`src/rtl/decoder_pkg.sv`:
```
// rtl/decoder_pkg.sv - shared constants and one-hot helper for decoder_n_scan
package decoder_pkg;

  // Mode pin encoding
  localparam logic MODE_DIRECT = 1'b0;
  localparam logic MODE_SCAN   = 1'b1;

  // Operating state encoding
  localparam logic [1:0] ST_OFF    = 2'b00;
  localparam logic [1:0] ST_DIRECT = 2'b01;
  localparam logic [1:0] ST_SCAN   = 2'b10;

  // Widest address the helper below can decode; instances slice the low OUTS bits.
  localparam int MAX_N    = 8;
  localparam int MAX_OUTS = 1 << MAX_N;

  // One-hot decode of an index into a MAX_OUTS-wide vector.
  function automatic logic [MAX_OUTS-1:0] onehot(input logic [MAX_N-1:0] idx);
    logic [MAX_OUTS-1:0] v;
    v      = '0;
    v[idx] = 1'b1;
    return v;
  endfunction

endpackage

```
`src/rtl/scan_dwell_counter.sv`:
```
// rtl/scan_dwell_counter.sv - dwell timer producing one tick every HOLD running cycles
module scan_dwell_counter
  import decoder_pkg::*;
#(
  parameter int HOLD = 4
) (
  input  logic clk,
  input  logic rst,
  input  logic run,
  output logic tick
);

  // A single-cycle dwell still needs one counter bit so the logic stays uniform.
  localparam int            DW   = (HOLD > 1) ? $clog2(HOLD) : 1;
  localparam logic [DW-1:0] LAST = DW'(HOLD - 1);

  logic [DW-1:0] dwell_q;
  logic [DW-1:0] dwell_d;

  // The last dwell cycle only counts while the scan is actually running.
  assign tick = run && (dwell_q == LAST);

  // Count 0..HOLD-1 while running, restart after the last cycle, clear when idle.
  always_comb begin
    dwell_d = dwell_q;
    if (!run) begin
      dwell_d = '0;
    end else if (tick) begin
      dwell_d = '0;
    end else begin
      dwell_d = dwell_q + 1'b1;
    end
  end

  // Dwell register with synchronous reset.
  always_ff @(posedge clk) begin
    if (rst) begin
      dwell_q <= '0;
    end else begin
      dwell_q <= dwell_d;
    end
  end

endmodule

```
`src/rtl/decoder_n_scan.sv`:
```
// rtl/decoder_n_scan.sv - registered N-to-2^N decoder with handshake and self-timed scan
module decoder_n_scan
  import decoder_pkg::*;
#(
  parameter  int N    = 2,
  parameter  int HOLD = 4,
  localparam int OUTS = 2 ** N
) (
  input  logic            clk,
  input  logic            rst,
  input  logic            en,
  input  logic            mode,
  input  logic            addr_valid,
  input  logic [N-1:0]    addr,
  output logic            addr_ready,
  output logic [OUTS-1:0] dout,
  output logic [N-1:0]    cur_idx,
  output logic            wrap
);

  logic [1:0]          state_q;
  logic [1:0]          state_d;
  logic [N-1:0]        cur_idx_q;
  logic [N-1:0]        cur_idx_d;
  logic [OUTS-1:0]     dout_q;
  logic [OUTS-1:0]     dout_d;
  logic                wrap_q;
  logic                wrap_d;

  logic                scan_now;
  logic                direct_now;
  logic                accept;
  logic                run;
  logic                tick;
  logic [MAX_N-1:0]    idx_ext;
  logic [MAX_OUTS-1:0] oh_full;

  // The state for this edge follows the pins directly; there are no transition guards.
  assign scan_now   = en && (mode == MODE_SCAN);
  assign direct_now = en && (mode == MODE_DIRECT);
  assign addr_ready = en && (mode == MODE_DIRECT) && !rst;
  assign accept     = direct_now && addr_valid;

  // The dwell timer only runs once SCAN has been held for at least one edge, so the
  // entry edge drives the current line and the full HOLD dwell starts after it.
  assign run = scan_now && (state_q == ST_SCAN);

  scan_dwell_counter #(
    .HOLD (HOLD)
  ) u_dwell (
    .clk  (clk),
    .rst  (rst),
    .run  (run),
    .tick (tick)
  );

  // Next state, index and wrap pulse; a mode change on the last dwell cycle cancels the step.
  always_comb begin
    state_d   = ST_OFF;
    cur_idx_d = cur_idx_q;
    wrap_d    = 1'b0;
    if (scan_now) begin
      state_d = ST_SCAN;
    end else if (direct_now) begin
      state_d = ST_DIRECT;
    end
    case (state_d)
      ST_DIRECT: begin
        if (accept) begin
          cur_idx_d = addr;
        end
      end
      ST_SCAN: begin
        if (tick) begin
          cur_idx_d = cur_idx_q + 1'b1;
          wrap_d    = (cur_idx_q == {N{1'b1}});
        end
      end
      default: begin
        cur_idx_d = cur_idx_q;
      end
    endcase
  end

  // Decode the index the output will carry after this edge.
  always_comb begin
    idx_ext          = '0;
    idx_ext[N-1:0]   = cur_idx_d;
    oh_full          = onehot(idx_ext);
  end

  generate
    if (OUTS < MAX_OUTS) begin : g_oh_hi
      logic unused_oh_hi;
      assign unused_oh_hi = ^oh_full[MAX_OUTS-1:OUTS];
    end
  endgenerate

  // Output line selection: blank when off, refresh on accept or while scanning, else hold.
  always_comb begin
    dout_d = dout_q;
    case (state_d)
      ST_DIRECT: begin
        if (accept) begin
          dout_d = oh_full[OUTS-1:0];
        end
      end
      ST_SCAN: begin
        dout_d = oh_full[OUTS-1:0];
      end
      default: begin
        dout_d = '0;
      end
    endcase
  end

  // State and output registers; reset wins over every other input.
  always_ff @(posedge clk) begin
    if (rst) begin
      state_q   <= ST_OFF;
      cur_idx_q <= '0;
      dout_q    <= '0;
      wrap_q    <= 1'b0;
    end else begin
      state_q   <= state_d;
      cur_idx_q <= cur_idx_d;
      dout_q    <= dout_d;
      wrap_q    <= wrap_d;
    end
  end

  assign dout    = dout_q;
  assign cur_idx = cur_idx_q;
  assign wrap    = wrap_q;

endmodule

```
`config.mk`:
```
export PLATFORM = sky130hd
export DESIGN_NAME = decoder_n_scan
export DESIGN_NICKNAME = d
export VERILOG_FILES = /design/src/rtl/decoder_pkg.sv /design/src/rtl/scan_dwell_counter.sv /design/src/rtl/decoder_n_scan.sv
export SDC_FILE = /design/constraint.sdc
export NUM_CORES = 1
export LEC_CHECK = 0
export BUFFER_PORTS_ARGS = -buffer_cell sky130_fd_sc_hd__buf_2
export CORE_MARGIN = 4
export CORE_UTILIZATION = 35
export DETAILED_ROUTE_END_ITERATION = 12
export PLACE_DENSITY = 0.55
export SYNTH_ARGS = -nofsm -noshare
export SYNTH_HDL_FRONTEND = slang
export SYNTH_SLANG_ARGS = --single-unit
```
`constraint.sdc`:
```
create_clock -name clk -period 1.7 [get_ports clk]
set_input_delay 0 -clock clk [delete_from_list [all_inputs] [get_ports clk]]
set_output_delay 0 -clock clk [all_outputs]
set_load 0.01 [all_outputs]
```
==> summary.txt, run 1 <==
Place
  – Post-detailed-placement cell area: 607 um^2
  – Number of buffers inserted by port buffering: 14
  – Final GP Congestion: 0.805
  – Post-detail-place hpwl: 845 um
  – Cell total after placement: 89

Floorplan
  – Die height: 46.3 um
  – Floorplan Core Area: 0.00135 mm^2
  – I/O pin cnt: 15
  – Width of the chip: 46.3 um
  – Initial standard-cell utilization of the core: 38.1%
  – Std cell rows: 13
  – Die area: 0.00215 mm^2

CTS
  – Number of setup buffers added after CTS: 0
  – CTS tree: yes
  – Insertion delay to the later sink of the worst-skew pair: 0.26 ns
  – Count of clock tree sinks: 11
  – Number of buffers inserted for hold repair after clock tree synthesis: 0
  – Clock Tree Root: sky130_fd_sc_hd__clkbuf_4
  – Worst-case clock buffer depth: 2
  – H-Tree Level Count: 1
  – Clock-pin slew on the worst setup and hold paths: 0.07 ns
  – Total CTS buffers: 3
  – Post-cts sizing count: 0

Power
  – Power density normalized to cell area: 801 mW/mm^2
  – Internal Power: 0.000382 W
  – Switching power: 0.000124 W
  – Share of total power consumed by net switching: 24.6%
  – Largest voltage drop on the vdd net: 463 uV
  – Leakage: 0.307 nW
  – Share of power burned in registers: 53.1%
  – Share of power burned in combinational logic: 12.6%
  – Clock network power share: 34.2%
  – Total Power Consumption: 0.000507 W

Cells and area
  – Diodes inserted: 0
  – Area added between synthesis and finish: 23.1%
  – Commonest cells after routing, fill and taps aside: sky130_fd_sc_hd__buf_2 (14), sky130_fd_sc_hd__dfxtp_1 (11), sky130_fd_sc_hd__nand2_1 (9)
  – Layout cells sized above 1: 28.2%
  – Summed area of non-filler cells in the final layout: 633 um^2
  – Final Non-Filler Cells: 93
  – Number of nets at the end of the flow: 88
  – Most common cell after layout, fill and taps aside: sky130_fd_sc_hd__buf_2

Min path
  – Worst hold endpoint: cur_idx[0]
  – Hold Crit Class: input port to register
  – Hold path depth: 2
  – Beginning of the worst hold path: rst

STA
  – Setup repair after global routing missed its margin: no
  – Max transition margin: 85.0%
  – Slew at the pin with the worst max-slew slack: 0.222 ns
  – Setup-failing EPs final: 0
  – Highest clock rate: 0.707 GHz
  – Final worst-path cycle share: 83.2%
  – Setup TNS Final: 0 ns
  – Max-slew violation total from the final report: 0
  – Final worst clock skew: 0.00607 ns
  – Count of endpoints failing hold in the final timing report: 0
  – Final min period: 1.41 ns

Global route
  – Antenna violations before repair: 0
  – Residual overflow from global routing: 0
  – Wire length of the first global-routing pass: 1810 um
  – Largest net degree at the start of global routing: 11
  – Overall fraction of global-route tracks in use: 12.0%
  – Vias in the first global route: 430

Routing
  – Post-route DRC: 0
  – Via count: 473
  – Final Routed Wirelength: 1060 um
  – Routed wirelength normalized by instance count: 11.4 um
  – TritonRoute pass-1 iters: 3
  – Initial DRC count: 3
  – Remaining antenna violation count after routing: 0
  – Vias per std cell: 5.09

Critical path
  – Buf+Inv Stages, Crit Path: 0
  – Largest fanout on the critical path: 3
  – Worst Path Arrival: 1.57 ns
  – Minimum setup slack among reg-to-reg paths: 0.29 ns
  – Critical Path End Type: register
  – Kind of start point of the critical path: register
  – Ordered list of cells on the worst path: ha_1 -> and3b_1 -> a21oi_1 -> a32o_1 -> a41oi_1 -> nor2_1
  – Peak per-stage delay on the critical path: 0.33 ns
  – Worst reg2reg path depth: 6
  – Worst reg2reg path startpoint: u_dwell.dwell_q[0]
  – Capturing point of the worst reg2reg path: dout[0]
  – Data required, critical path: 1.86 ns
  – Crit path max-delay family: compound AO/OA/AOI/OAI gates
  – Critical path class: register to register
  – CP max stage cell: sky130_fd_sc_hd__dfxtp_1

Yosys
  – Synthesized net count: 69
  – Number of unique standard cell types used by synthesis: 31
  – Seq cells post-synth: 11
  – EDFF count, synth: 0
  – Fraction of synthesis flops using an asynchronous set or reset pin: 0%
  – Synth area leader: sky130_fd_sc_hd__dfxtp_1
  – Proportion of synthesized chip area in sequential cells: 42.8%
  – Synthesized area per cell: 8.57 um^2
  – Synth top area cells: sky130_fd_sc_hd__dfxtp_1 (43%), sky130_fd_sc_hd__nand2_1 (6.6%), sky130_fd_sc_hd__nor2_1 (5.8%)
  – Syn Std Cell Area: 514 um^2
  – Area share of the largest cell type after synthesis: 42.8%
  – Synth Instances: 60
  – Synthesis Warnings: 0
  – Dominant register cell in the synthesized netlist: sky130_fd_sc_hd__dfxtp_1

Flow run
  – Max-cap viol count: 0

Status
  – Run status: finished, final reports clean
==> cell usage after synthesis, types with 2 or more instances <==
cell type                 instances
sky130_fd_sc_hd__ha_1             2
sky130_fd_sc_hd__nor2_1           8
sky130_fd_sc_hd__dfxtp_1         11
sky130_fd_sc_hd__nand2_1          9
sky130_fd_sc_hd__and3_1           2
sky130_fd_sc_hd__nand3_1          3
==> layout make-up <==
| class | instances | area, um^2 |
|---|---|---|
| Fill cell | 143 | 717 |
| Tap cell | 15 | 18.8 |
| Timing Repair Buffer | 15 | 77.6 |
| Multi-Input combinational cell | 46 | 283 |
| Inverter | 2 | 7.51 |
| Clock buffer | 4 | 26.3 |
| Sequential cell | 11 | 220 |
==> worst max-delay path by stage <==
stage                             startpoint  endpoint  cells after the start
after floorplan           u_dwell.dwell_q[0]   dout[0]                      6
after global placement    u_dwell.dwell_q[0]   dout[0]                      6
after detailed placement  u_dwell.dwell_q[0]   dout[0]                      6
after CTS                 u_dwell.dwell_q[0]   dout[0]                      6
after global routing      u_dwell.dwell_q[0]   dout[0]                      6
final                     u_dwell.dwell_q[0]   dout[0]                      6
==> cell families (layout without fill, tap and decap cells) <==
logic type	count (synthesis)	after routing	share of synthesized area (%)
buffers and inverters	3	21	2.19
muxes	1	1	2.19
AOI/OAI and AO/OA	10	10	14.6
and+or+nand+nor	33	33	33.3
adders and majority gates	2	2	4.87
DFF	11	11	42.8
==> metal layers <==
layer	vias up	share of wire (%)	GRT usage [%]	wire (um)
met5	-	0	0	0
met4	0	0	3.41	0
met3	0	7.0	6.64	74
met2	11	45	18.7	481
met1	210	48	14.2	504
li1	252	-	-	-
==> power groups by stage <==
stage          Sequential, W  Clock [W]  Combinational (W)
2_1_floorplan       0.000278          0          0.0000351
6_report            0.000269   0.000174          0.0000640
3_5_place_dp        0.000275          0          0.0000640
3_3_place_gp        0.000276          0          0.0000647
4_1_cts             0.000269   0.000184          0.0000643
5_1_grt             0.000270   0.000197          0.0000719
==> metrics by stage <==
step	utilization [%]	hold slack, ns	worst slack (ns)
finish	46.9	0.0392	0.286
global route	46.9	0.0371	0.181
CTS	46.9	0.0308	0.297
detailed placement	44.9	0.316	0.309
global placement	44.9	0.311	0.314
floorplan	-	0.150	0.390
==> sequential cells by signal (all words and copies together), names as in the netlist <==
signal and cells:
cur_idx 2, dout 4, wrap 1, state_q 2, u_dwell.dwell_q 2
(Power assumes the default switching activity.)
==> run 2, diff against run 1 <==
clock period = 1.38 ns   (was 1.7 ns; I/O delays follow)
==> summary.txt, run 2 (synthesis results as in run 1) <==
Routing
  – Vias per std cell: 5.36 (was 5.09)
  – Routed wirelength normalized by instance count: 13.0 um (was 11.4 um)
  – Final Routed Wirelength: 1250 um (was 1060 um)
  – Post-route DRC: 0 (unchanged)
  – Via count: 515 (was 473)
  – TritonRoute pass-1 iters: 4 (was 3)
  – Remaining antenna violation count after routing: 0 (unchanged)
  – Initial DRC count: 5 (was 3)

Power
  – Total Power Consumption: 0.000656 W (was 0.000507 W)
  – Power density normalized to cell area: 959 mW/mm^2 (was 801 mW/mm^2)
  – Internal Power: 0.000476 W (was 0.000382 W)
  – Share of power burned in combinational logic: 13.1% (was 12.6%)
  – Share of total power consumed by net switching: 27.5% (was 24.6%)
  – Share of power burned in registers: 50.5% (was 53.1%)
  – Leakage: 0.325 nW (was 0.307 nW)
  – Switching power: 0.000181 W (was 0.000124 W)
  – Clock network power share: 36.4% (was 34.2%)
  – Largest voltage drop on the vdd net: 528 uV (was 463 uV)

Global route
  – Wire length of the first global-routing pass: 1970 um (was 1810 um)
  – Vias in the first global route: 482 (was 430)
  – Antenna violations before repair: 0 (unchanged)
  – Overall fraction of global-route tracks in use: 13.9% (was 12.0%)
  – Residual overflow from global routing: 0 (unchanged)
  – Largest net degree at the start of global routing: 11 (unchanged)

Critical path
  – Worst Path Arrival: 1.58 ns (was 1.57 ns)
  – Critical Path End Type: register (unchanged)
  – Worst reg2reg path depth: 6 (unchanged)
  – Data required, critical path: 1.60 ns (was 1.86 ns)
  – Critical path class: register to register (unchanged)
  – Capturing point of the worst reg2reg path: dout[3] (was dout[0])
  – Minimum setup slack among reg-to-reg paths: 0.01 ns (was 0.29 ns)
  – Worst reg2reg path startpoint: u_dwell.dwell_q[0] (unchanged)
  – Largest fanout on the critical path: 4 (was 3)
  – Kind of start point of the critical path: register (unchanged)

STA
  – Final min period: 1.37 ns (was 1.41 ns)
  – Worst hold margin: -0.000669 ns (was 0.0392 ns)
  – Count of endpoints failing hold in the final timing report: 1 (was 0)
  – Highest clock rate: 0.731 GHz (was 0.707 GHz)
  – Slew at the pin with the worst max-slew slack: 0.244 ns (was 0.222 ns)
  – Final worst clock skew: 0.0101 ns (was 0.00607 ns)
  – Max transition margin: 83.5% (was 85.0%)
  – Setup-failing EPs final: 0 (unchanged)
  – Setup TNS Final: 0 ns (unchanged)
  – Max-slew violation total from the final report: 0 (unchanged)
  – Setup repair after global routing missed its margin: yes (was no)
  – Final worst-path cycle share: 99.1% (was 83.2%)

Floorplan
  – I/O pin cnt: 15 (unchanged)
  – Die height: 46.3 um (unchanged)
  – Std cell rows: 13 (unchanged)
  – Width of the chip: 46.3 um (unchanged)
  – Die area: 0.00215 mm^2 (unchanged)
  – Initial standard-cell utilization of the core: 38.1% (unchanged)
  – Floorplan Core Area: 0.00135 mm^2 (unchanged)

CTS
  – Insertion delay to the later sink of the worst-skew pair: 0.29 ns (was 0.26 ns)
  – Count of clock tree sinks: 11 (unchanged)
  – Clock Tree Root: sky130_fd_sc_hd__clkbuf_4 (unchanged)
  – Total CTS buffers: 3 (unchanged)
  – Number of buffers inserted for hold repair after clock tree synthesis: 0 (unchanged)
  – Worst-case clock buffer depth: 2 (unchanged)
  – H-Tree Level Count: 1 (unchanged)
  – Clock-pin slew on the worst setup and hold paths: 0.08 ns (was 0.07 ns)
  – CTS tree: yes (unchanged)

Status
  – Violated checks: hold timing
  – Run status: finished, violations left (was finished, final reports clean)

Cells and area
  – Diodes inserted: 0 (unchanged)
  – Area added between synthesis and finish: 33.1% (was 23.1%)
  – Number of nets at the end of the flow: 91 (was 88)
  – Max FFs per register: 4 (unchanged)
  – Commonest cells after routing, fill and taps aside: sky130_fd_sc_hd__buf_2 (14), sky130_fd_sc_hd__nand2_1 (9), sky130_fd_sc_hd__dfxtp_1 (9) (was sky130_fd_sc_hd__buf_2 (14), sky130_fd_sc_hd__dfxtp_1 (11), sky130_fd_sc_hd__nand2_1 (9))
  – Fill cells: 144 (was 143)
  – Most common cell after layout, fill and taps aside: sky130_fd_sc_hd__buf_2 (unchanged)
  – Layout cells sized above 1: 38.3% (was 28.2%)
  – Final Non-Filler Cells: 96 (was 93)
  – Final core utilization: 50.7% (was 46.9%)

Place
  – Number of buffers inserted by port buffering: 14 (unchanged)
  – Post-detail-place hpwl: 904 um (was 845 um)
  – Final GP Congestion: 0.733 (was 0.805)
  – Cell total after placement: 91 (was 89)

Flow run
  – Max-cap viol count: 0 (unchanged)

Min path
  – Hold Crit Class: input port to register (unchanged)
  – Worst hold endpoint: dout[1] (was cur_idx[0])
  – Hold path depth: 2 (unchanged)
  – Beginning of the worst hold path: rst (unchanged)
## run 2: cell type report
class | instances | area, um^2 | share of cell area [%]
timing repair buffer | 18 | 100 | 14.6
sequential | 11 | 223 | 32.5
clock buffer | 4 | 26.3 | 3.84
tap | 15 | 18.8 | 2.74
multi-input combinational | 46 | 309 | 45.2
inverter | 2 | 7.51 | 1.10
## run 2: power groups by stage
stage                     Clock (W)  Sequential [W]  Combinational, W
after floorplan                   0        0.000342         0.0000433
after global placement            0        0.000339         0.0000827
after detailed placement          0        0.000339         0.0000824
after CTS                  0.000242        0.000331         0.0000855
after global routing       0.000262        0.000333         0.0000955
final                      0.000239        0.000331         0.0000862
## run 2: worst max-delay path by stage
stage | from | end | slack (ns) | cells after the start
after global routing | u_dwell.dwell_q[0] | dout[1] | -0.07 | 6
after detailed placement | u_dwell.dwell_q[0] | dout[0] | -0.02 | 6
final | u_dwell.dwell_q[0] | dout[3] | 0.01 | 6
after CTS | u_dwell.dwell_q[0] | dout[3] | -0.002 | 6
after floorplan | u_dwell.dwell_q[0] | dout[0] | 0.07 | 6
after global placement | u_dwell.dwell_q[0] | dout[0] | 0.02 | 6
## run 2: per-stage QoR
step,instance area (um^2),setup WS (ns)
finish,684,0.0121
global route,684,-0.0669
CTS,659,-0.00153
detailed placement,622,-0.0182
global placement,622,0.0208
floorplan,514,0.0703
## run 2: routing by layer
layer  up-vias  track usage [%]  wire length [um]
li1        258                -                 -
met1       238             14.6               585
met2        14             21.4               546
met3         5             5.08                72
met4         0             11.9                45
met5         -                0                 0
## run 2: critical path, stage by stage (launching register included)
cell and delay (ns):
sky130_fd_sc_hd__dfxtp_2 0.35, sky130_fd_sc_hd__ha_4 0.13, sky130_fd_sc_hd__nand3b_1 0.14, sky130_fd_sc_hd__o32a_1 0.42, sky130_fd_sc_hd__nand3_2 0.11, sky130_fd_sc_hd__inv_2 0.05
sky130_fd_sc_hd__o21ai_2 0.09
## run 2: repair_timing
action,in CTS,in global routing
buffers inserted,0,1
pin swaps,2,7
setup endpoints to repair,1,5
gates resized for setup,3,4
endpoints found under the hold margin,0,0
